==> config.mk <==
export PLATFORM = sky130hd
export DESIGN_NAME = fp16_to_int16_pipe
export DESIGN_NICKNAME = d
export VERILOG_FILES = /design/src/rtl/fp16_to_int16_pipe.sv
export SDC_FILE = /design/constraint.sdc
export NUM_CORES = 1
export LEC_CHECK = 0
export ABC_AREA = 1
export CORE_MARGIN = 2
export CORE_UTILIZATION = 56
export DETAILED_ROUTE_END_ITERATION = 6
export GPL_ROUTABILITY_DRIVEN = 0
export HOLD_SLACK_MARGIN = 0.15
export MAX_ROUTING_LAYER = met4
export PLACE_DENSITY = 0.78
export REMOVE_ABC_BUFFERS = 1
export SKIP_CTS_REPAIR_TIMING = 1
export SLEW_MARGIN = 20
export SYNTH_ARGS = -nofsm -noshare
export SYNTH_HDL_FRONTEND = slang
export SYNTH_SLANG_ARGS = --single-unit
==> constraint.sdc <==
create_clock -name clk -period 3.6 [get_ports clk]
set_input_delay 0.72 -clock clk [delete_from_list [all_inputs] [get_ports clk]]
set_output_delay 0.72 -clock clk [all_outputs]
set_load 0.01 [all_outputs]
==> src/rtl/fp16_to_int16_pipe.sv <==
// Three-stage binary16 -> int16 converter: unpack/classify, align, round/saturate.
// Define FP2INT_STICKY_FLAGS_EN to make invalid/overflow/inexact accumulate until clr.
module fp16_to_int16_pipe #(
  parameter int LAT = 3
) (
  input  logic        clk,
  input  logic        clr,
  input  logic        en,
  input  logic        d_valid,
  input  logic [15:0] d,
  input  logic [1:0]  rm,
  output logic        q_valid,
  output logic [15:0] q,
  output logic        invalid,
  output logic        overflow,
  output logic        inexact
);

  if (LAT != 3) begin : g_bad_lat
    $error("fp16_to_int16_pipe: LAT is fixed at 3");
  end

  typedef enum logic [1:0] {CLS_ZERO, CLS_NORM, CLS_INF, CLS_NAN} cls_t;

  localparam logic [1:0] RM_RNE = 2'b00;
  localparam logic [1:0] RM_NEG = 2'b01;
  localparam logic [1:0] RM_POS = 2'b10;

  // ---------------- stage 1: unpack / classify ----------------
  logic       s1_valid;
  logic       s1_sign;
  logic [4:0] s1_exp;
  logic [10:0] s1_sig;
  cls_t       s1_cls;
  logic [1:0] s1_rm;
  cls_t       in_cls;

  always_comb begin
    in_cls = CLS_ZERO;
    if (d[14:10] == 5'h1F) in_cls = (d[9:0] != 10'd0) ? CLS_NAN : CLS_INF;
    else if (d[14:10] != 5'd0) in_cls = CLS_NORM;
  end

  always_ff @(posedge clk or posedge clr) begin
    if (clr) begin
      s1_valid <= 1'b0;
      s1_sign  <= 1'b0;
      s1_exp   <= 5'd0;
      s1_sig   <= 11'd0;
      s1_cls   <= CLS_ZERO;
      s1_rm    <= 2'd0;
    end else if (en) begin
      s1_valid <= d_valid;
      s1_sign  <= d[15];
      s1_exp   <= d[14:10];
      s1_sig   <= {(d[14:10] != 5'd0), d[9:0]};
      s1_cls   <= in_cls;
      s1_rm    <= rm;
    end
  end

  // ---------------- stage 2: align ----------------
  // Shifting by exp-14 puts the binary point between bits 11 and 10 of wide,
  // so bit 10 is the guard and bits 9:0 feed the sticky.
  logic [4:0]  sh;
  logic [26:0] wide;
  logic [16:0] al_mag;
  logic        al_guard;
  logic        al_sticky;
  logic        al_pre_ovf;

  assign sh   = s1_exp - 5'd14;
  assign wide = {16'd0, s1_sig} << sh;

  always_comb begin
    al_mag     = 17'd0;
    al_guard   = 1'b0;
    al_sticky  = 1'b0;
    al_pre_ovf = 1'b0;
    if (s1_cls == CLS_NORM) begin
      if (s1_exp >= 5'd14) begin
        al_mag    = {1'b0, wide[26:11]};
        al_guard  = wide[10];
        al_sticky = |wide[9:0];
      end else begin
        al_sticky = 1'b1;
      end
      if (s1_exp == 5'd30 && !(s1_sign && s1_sig[9:0] == 10'd0))
        al_pre_ovf = 1'b1;
    end else if (s1_cls == CLS_ZERO) begin
      al_sticky = |s1_sig[9:0];
    end
  end

  logic        s2_valid;
  logic        s2_sign;
  cls_t        s2_cls;
  logic [1:0]  s2_rm;
  logic [16:0] s2_mag;
  logic        s2_guard;
  logic        s2_sticky;
  logic        s2_pre_ovf;

  always_ff @(posedge clk or posedge clr) begin
    if (clr) begin
      s2_valid   <= 1'b0;
      s2_sign    <= 1'b0;
      s2_cls     <= CLS_ZERO;
      s2_rm      <= 2'd0;
      s2_mag     <= 17'd0;
      s2_guard   <= 1'b0;
      s2_sticky  <= 1'b0;
      s2_pre_ovf <= 1'b0;
    end else if (en) begin
      s2_valid   <= s1_valid;
      s2_sign    <= s1_sign;
      s2_cls     <= s1_cls;
      s2_rm      <= s1_rm;
      s2_mag     <= al_mag;
      s2_guard   <= al_guard;
      s2_sticky  <= al_sticky;
      s2_pre_ovf <= al_pre_ovf;
    end
  end

  // ---------------- stage 3: round / saturate ----------------
  logic        inc;
  logic [16:0] mag_r;
  logic        too_big;
  logic [15:0] res_q;
  logic        res_inv;
  logic        res_ovf;
  logic        res_inx;

  always_comb begin
    inc = 1'b0;
    case (s2_rm)
      RM_RNE:  inc = s2_guard & (s2_sticky | s2_mag[0]);
      RM_NEG:  inc = s2_sign & (s2_guard | s2_sticky);
      RM_POS:  inc = !s2_sign & (s2_guard | s2_sticky);
      default: inc = 1'b0;
    endcase
  end

  assign mag_r   = s2_mag + {16'd0, inc};
  assign too_big = s2_sign ? (mag_r > 17'd32768) : (mag_r > 17'd32767);

  always_comb begin
    res_q   = 16'd0;
    res_inv = 1'b0;
    res_ovf = 1'b0;
    res_inx = 1'b0;
    if (s2_cls == CLS_NAN) begin
      res_q   = 16'h8000;
      res_inv = 1'b1;
    end else if (s2_cls == CLS_INF || s2_pre_ovf || too_big) begin
      res_q   = s2_sign ? 16'h8000 : 16'h7FFF;
      res_ovf = 1'b1;
    end else begin
      res_q   = s2_sign ? (16'd0 - mag_r[15:0]) : mag_r[15:0];
      res_inx = s2_guard | s2_sticky;
    end
  end

  always_ff @(posedge clk or posedge clr) begin
    if (clr) begin
      q_valid  <= 1'b0;
      q        <= 16'd0;
      invalid  <= 1'b0;
      overflow <= 1'b0;
      inexact  <= 1'b0;
    end else if (en) begin
      q_valid <= s2_valid;
      if (s2_valid) begin
        q <= res_q;
`ifdef FP2INT_STICKY_FLAGS_EN
        invalid  <= invalid | res_inv;
        overflow <= overflow | res_ovf;
        inexact  <= inexact | res_inx;
`else
        invalid  <= res_inv;
        overflow <= res_ovf;
        inexact  <= res_inx;
`endif
      end
    end
  end

endmodule

# Word level (Yosys, flattened, before mapping)
# Cells that the tools add are included.
word_totals:
  regBits: 68
  input_bits: 22
  output_inout_bits: 20
classes:
  add_sub_neg: 3
  n_lt_le_gt_ge: 3
  eq_ne: 7
  shifts: 1
  mux: 23
  bitwise: 5
  n_reduce_logical: 14
ops:
  columns: ["cell", "n"]
  rows:
  - ["16-bit two-way mux", 6]
  - ["11-bit by 5-bit << shifter with 27-bit output", 1]
  - ["10-bit OR reduction", 2]
  - ["17-bit by 1-bit adder with 17-bit output", 1]
  - ["17-bit by 15-bit > comparator with 1-bit output, second input constant", 1]
  - ["17-bit by 16-bit > comparator with 1-bit output, second input constant", 1]
  - ["1-bit by 16-bit subtractor with 16-bit output, first input constant", 1]
  - ["1-bit two-way mux", 15]
  - ["5-bit == test, second input constant", 2]
  - ["10-bit logical NOT", 1]
  - ["10-bit nonzero test", 1]
  - ["2-bit == test, second input constant", 3]
  - ["5-bit by 4-bit greater-or-equal comparator with 1-bit output, second input constant", 1]
  - ["5-bit nonzero test", 1]
  - ["5-bit by 4-bit subtractor with 5-bit output, second input constant", 1]
  - ["2-bit by 1-bit == test with 1-bit output, second input constant", 2]
  - ["2-bit logical NOT", 2]
  - ["1-bit AND", 3]
  - ["1-bit one-hot mux with 3 select lines", 1]
  - ["1-bit logical AND", 2]
  - ["1-bit logical NOT", 2]
  - ["1-bit logical OR", 2]
  - ["2-bit two-way mux", 1]
  - ["1-bit bitwise OR", 2]
  - ["2-bit AND reduction", 1]

# Longest topological paths before layout
depth:
  word_depth: 9
  depth_mapped: 21
  mapped_depth_nobuf: 21

# Worst setup path before layout
# No wires, ideal clock.
synth_timing:
  path_type: "flip-flop to flip-flop"
  start: "reg s2_sign"
  end: "reg q[15]"
  setup_ns: 0.122
  t_arrival_ns: 2.810
  t_required_ns: 3.478
  setup_slack_ns: 0.668
  stages_incl_launch_ff: 19
  path_cell_list: "dfrtp_1 -> clkbuf_1 -> xor2_1 -> nand3_1 -> a21oi_1 -> ha_1 -> nand2_2 -> nand2_1 -> ha_1 -> nand2_1 -> nor2_2 -> nand3_2 -> nor2_4 -> nand3_2 -> nand2_2 -> nand2_2 -> a21oi_4 -> buf_6 -> a21oi_1"
synth_via:
  elab_chain_cells: 9
  elab_cells_between_ends: 14
synth_lines:
  columns: ["element", "line_no", "rtl"]
  rows:
  - ["start: declaration", "96", "logic s2_sign;"]
  - ["start signal: assignment", "116", "s2_sign <= s1_sign;"]
  - ["1-bit logical NOT", "140", "RM_POS: inc = !s2_sign & (s2_guard | s2_sticky);"]
  - ["1-bit AND", "140", null]
  - ["1-bit one-hot mux with 3 select lines", "137", "case (s2_rm)"]
  - ["17-bit by 1-bit adder with 17-bit output", "145", "assign mag_r = s2_mag + {16'd0, inc};"]
  - ["17-bit by 15-bit > comparator with 1-bit output / 17-bit by 16-bit > comparator with 1-bit output (equally long branches)", "146", "assign too_big = s2_sign ? (mag_r > 17'd32768) : (mag_r > 17'd32767);"]
  - ["1-bit two-way mux", "146", null]
  - ["1-bit logical OR", "156", "end else if (s2_cls == CLS_INF || s2_pre_ovf || too_big) begin"]
  - ["16-bit two-way mux *", "156", null]
  - ["16-bit two-way mux *", "153", "if (s2_cls == CLS_NAN) begin"]
  - ["end signal: assignment", "175", "q <= res_q;"]
  - ["end: declaration", "13", "output logic [15:0] q,"]
# Every way passes the cells marked *; elsewhere a longest branch is shown, timed or not.
# A chain may end at the register's enable or synchronous reset.

# Worst setup path after layout
layout_timing:
  start: "reg s2_rm[0]"
  end: "reg q[7]"
layout_via:
  elab_chain_cells: 8
  elab_cells_between_ends: 13
layout_lines:
  columns: ["element", "line_no", "rtl"]
  rows:
  - ["start: declaration", "98", "logic [1:0] s2_rm;"]
  - ["start signal: assignment", "118", "s2_rm <= s1_rm;"]
  - ["2-bit == test, or another cell as far along", "137", null]
  - ["1-bit one-hot mux with 3 select lines *", "137", null]
  - ["17-bit by 1-bit adder with 17-bit output *", "145", null]
  - ["17-bit by 15-bit > comparator with 1-bit output / 17-bit by 16-bit > comparator with 1-bit output (equally long branches)", "146", null]
  - ["1-bit two-way mux", "146", null]
  - ["1-bit logical OR", "156", null]
  - ["16-bit two-way mux *", "156", null]
  - ["16-bit two-way mux *", "153", null]
# Marked as above.

==> run metrics <==
count of unresolved DRC violations after routing 0; Layout fillers 677; Post-synth EDFFs 0; min cycle time layout 3.172 ns; max-slew violation count 0; initial cell density of the core 58.10%; FF-to-FF setup slack 0.43 ns; most instantiated cells after synthesis nand2_1 (215), dfrtp_1 (67), inv_1 (63); area share of the largest cell type after synthesis 37.15%; I/O pin count 42; Yosys Warn Count 0; number of synthesized register bits 67; leftover overflow at the end of global routing 0; highest clock rate 315.3 MHz; count of endpoints failing setup in the final report 0; Detail Placement HPWL 8245 um; hold violation total from the final report 0; power density over the cells 451.3 nW/um^2; measured slew at the worst slew-check pin 0.8357 ns; number of rows in the core area 32; number of max-cap violations 0; maximum net fanout on the critical path 11; dominant synthesized flop cell dfrtp_1; latest clock arrival within the worst-skew pair 0.36 ns; final core occ 67.17%; area of the mapped netlist 4513 um^2; cell count after placement 771; CTS Buffer Depth 2; number of antenna violations at the first check in global routing 0; CP cell instances inv_1 -> ha_1 -> xor2_1 -> nand3_1 -> a21oi_1 -> ha_1 -> nand2_2 -> nand2_1 -> ha_1 -> nand2_1 -> nor2_2 -> nand3_2 -> nor2_4 -> nand3_2 -> nand2_2 -> nand2_2 -> a21oi_4 -> buf_4 -> o21ai_2 -> nand2_1; sum of negative setup slack 0 ns; Vert. Die Dim 93.77 um; mean area per synthesized cell 7.019 um^2; Crit Path Category flop to flop; maximum number of pins on one net before global-route repair 68; portion of the post-synthesis area used by sequential elements 37.15%; reg2reg end q[7]; non-filler cells in the finished layout 790; Ant. Diodes 0; number of different library cells in the post-synthesis netlist 38; Finished Cell Area 5218 um^2; routed wirelength normalized by instance count 13.81 um; Initial DRT Pass Iterations 5; DIE WIDTH 93.77 um; post-route fraction of the period consumed by the critical path 88.11%; number of clock buffers inserted by TritonCTS 9; Clock Sink Count 67; number of vias in the routed layout 4344; Min-Delay Endpoint q[13]; fin nets 714; hold path startpoint q[13]; area of the placeable core 7767 um^2; routed wire length 10910 um; most common cell in the netlist nand2_1; data arrival time at the worst-slack endpoint 3.46 ns; via count of the first global-routing pass 4167; Layout Area Growth over Synthesis 15.61%; Peak supply drop 0.2112 mV; Routed Antenna Nets 0; worst hold slack 0.4845 ns; Worst Hold Path Cells 2; fraction of synthesis flops using an asynchronous set or reset pin 100.0%; Cell Area, Placed 5000 um^2; critical path launch point type flop; count of input and output buffers 41; Clock H-tree levels 3; Max-slew headroom 44.29%; cell with the largest stage delay on the worst path dfrtp_1; critical register-to-register path startpoint s2_rm[0]; first-iteration detailed-routing DRC count 403; run status finished, final reports clean; share of post-route cells with drive strength above 1 10.47%; Clk pin slew, worst setup/hold paths 0.08 ns; maximum single-stage delay on the critical path 0.39 ns; Total GRT Usage 27.84%; Data required, critical path 3.89 ns; Clk Tree Root Cell clkbuf_8; number of cell instances on the worst register-to-register path 20; leakage power 2.528 nW; drt via density 5.499; Area contributors post-synth dfrtp_1 (37%), nand2_1 (18%), o21ai_0 (6.5%), inv_1 (5.2%), nor2_1 (4.2%); floorplan die area 8793 um^2; global-route wire length before repair 18860 um; setup repair after global routing missed its margin no; synthesized instance count 643; class of the most critical hold timing path flop to flop; clock tree from TritonCTS built; worst clock skew 0.008744 ns; largest area contributor in the netlist dfrtp_1; critical path endpoint category flop
-- logic make-up (layout without fill, tap and decap cells) --
family	Yosys count	count (layout)	synth area share [%]
buffers and inverters	85	130	7.375
multiplexers	8	8	1.774
adder cells (fa/ha/maj)	8	8	2.218
flip-flops	67	67	37.15
AND/OR/NAND/NOR	357	357	35.07
XOR/XNOR	14	14	2.717
AO/OA/AOI/OAI	104	104	13.70
-- per-layer routing --
metal / up-vias / GRT usage (%) / part of all wire [%]
met3: 18 / 5.618 / 5.8
met5: - / - / 0
li1: 2165 / - / -
met4: 0 / 7.971 / 1.5
met2: 145 / 44.46 / 47
met1: 2016 / 36.24 / 46
-- layout make-up --
type	instances	area, um^2	area share [%]
Clock buffer	9	123.9	2.374
Clock inverter	6	42.54	0.8153
Inverter	65	244.0	4.676
Multi-Input combinational cell	491	2511	48.13
Sequential cell	67	1678	32.16
Tap cell	102	127.6	2.446
Timing Repair Buffer	50	490.5	9.400
-- cells in the final DEF (no fill, tap or decap), types with 6 or more instances in the layout --
master           netlist  layout
clkbuf_8               0       9
xor2_1                11      11
o21ai_0               59      59
o211ai_1               8       8
nor2_1                50      50
buf_4                  1       8
nand2_2               15      15
nand2_1              215     215
ha_1                   8       8
inv_1                 63      62
clkdlybuf4s50_1        0      41
mux2i_1                8       8
nand3_1               37      37
nand4_1               10      10
nor4_1                 6       6
o21ai_2                8       8
dfrtp_1               67      66
o22ai_1                6       6
a21oi_1               13      13
-- sequential cells by signal, summed over array words and instances (netlist names), 2 cells and up --
| signal | flops |
|---|---|
| s1_cls | 2 |
| s1_exp | 5 |
| s1_sig | 11 |
| s1_rm | 2 |
| q | 16 |
| s2_cls | 2 |
| s2_mag | 16 |
| s2_rm | 2 |
-- worst max-delay path by stage --
stage	from	end	slack, ns	depth (start not counted)
after floorplan	s2_sign	q[10]	0.72	17
after global placement	s2_sign	q[11]	0.45	17
after detailed placement	s2_sign	q[12]	0.35	17
after CTS	s2_sign	q[12]	0.32	17
after global routing	s2_rm[0]	q[7]	0.05	20
final	s2_rm[0]	q[7]	0.43	20
-- per-stage QoR --
step | setup slack [ns] | power, mW
floorplan | 0.7202 | 1.470
global placement | 0.4525 | 1.777
detailed placement | 0.3485 | 1.796
CTS | 0.3200 | 2.347
global route | 0.05353 | 2.513
finish | 0.4282 | 2.355
-- worst max-delay path, delay by kind of cell (launching register included) --
kind | cells | cell delay, ns
xor+xnor | 1 | 0.14
flops | 1 | 0.39
simple gates | 11 | 1.12
compound gates | 3 | 0.59
buf+inv | 2 | 0.29
fa+ha+maj | 3 | 0.60
-- where the power goes --
group / switching (mW) / internal (mW) / leakage (nW)
Combinational: 0.487 / 0.353 / 1.59
Sequential: 0.0944 / 0.871 / 0.854
Clock: 0.304 / 0.246 / 0.0815
Power figures use the tool's default switching activity.
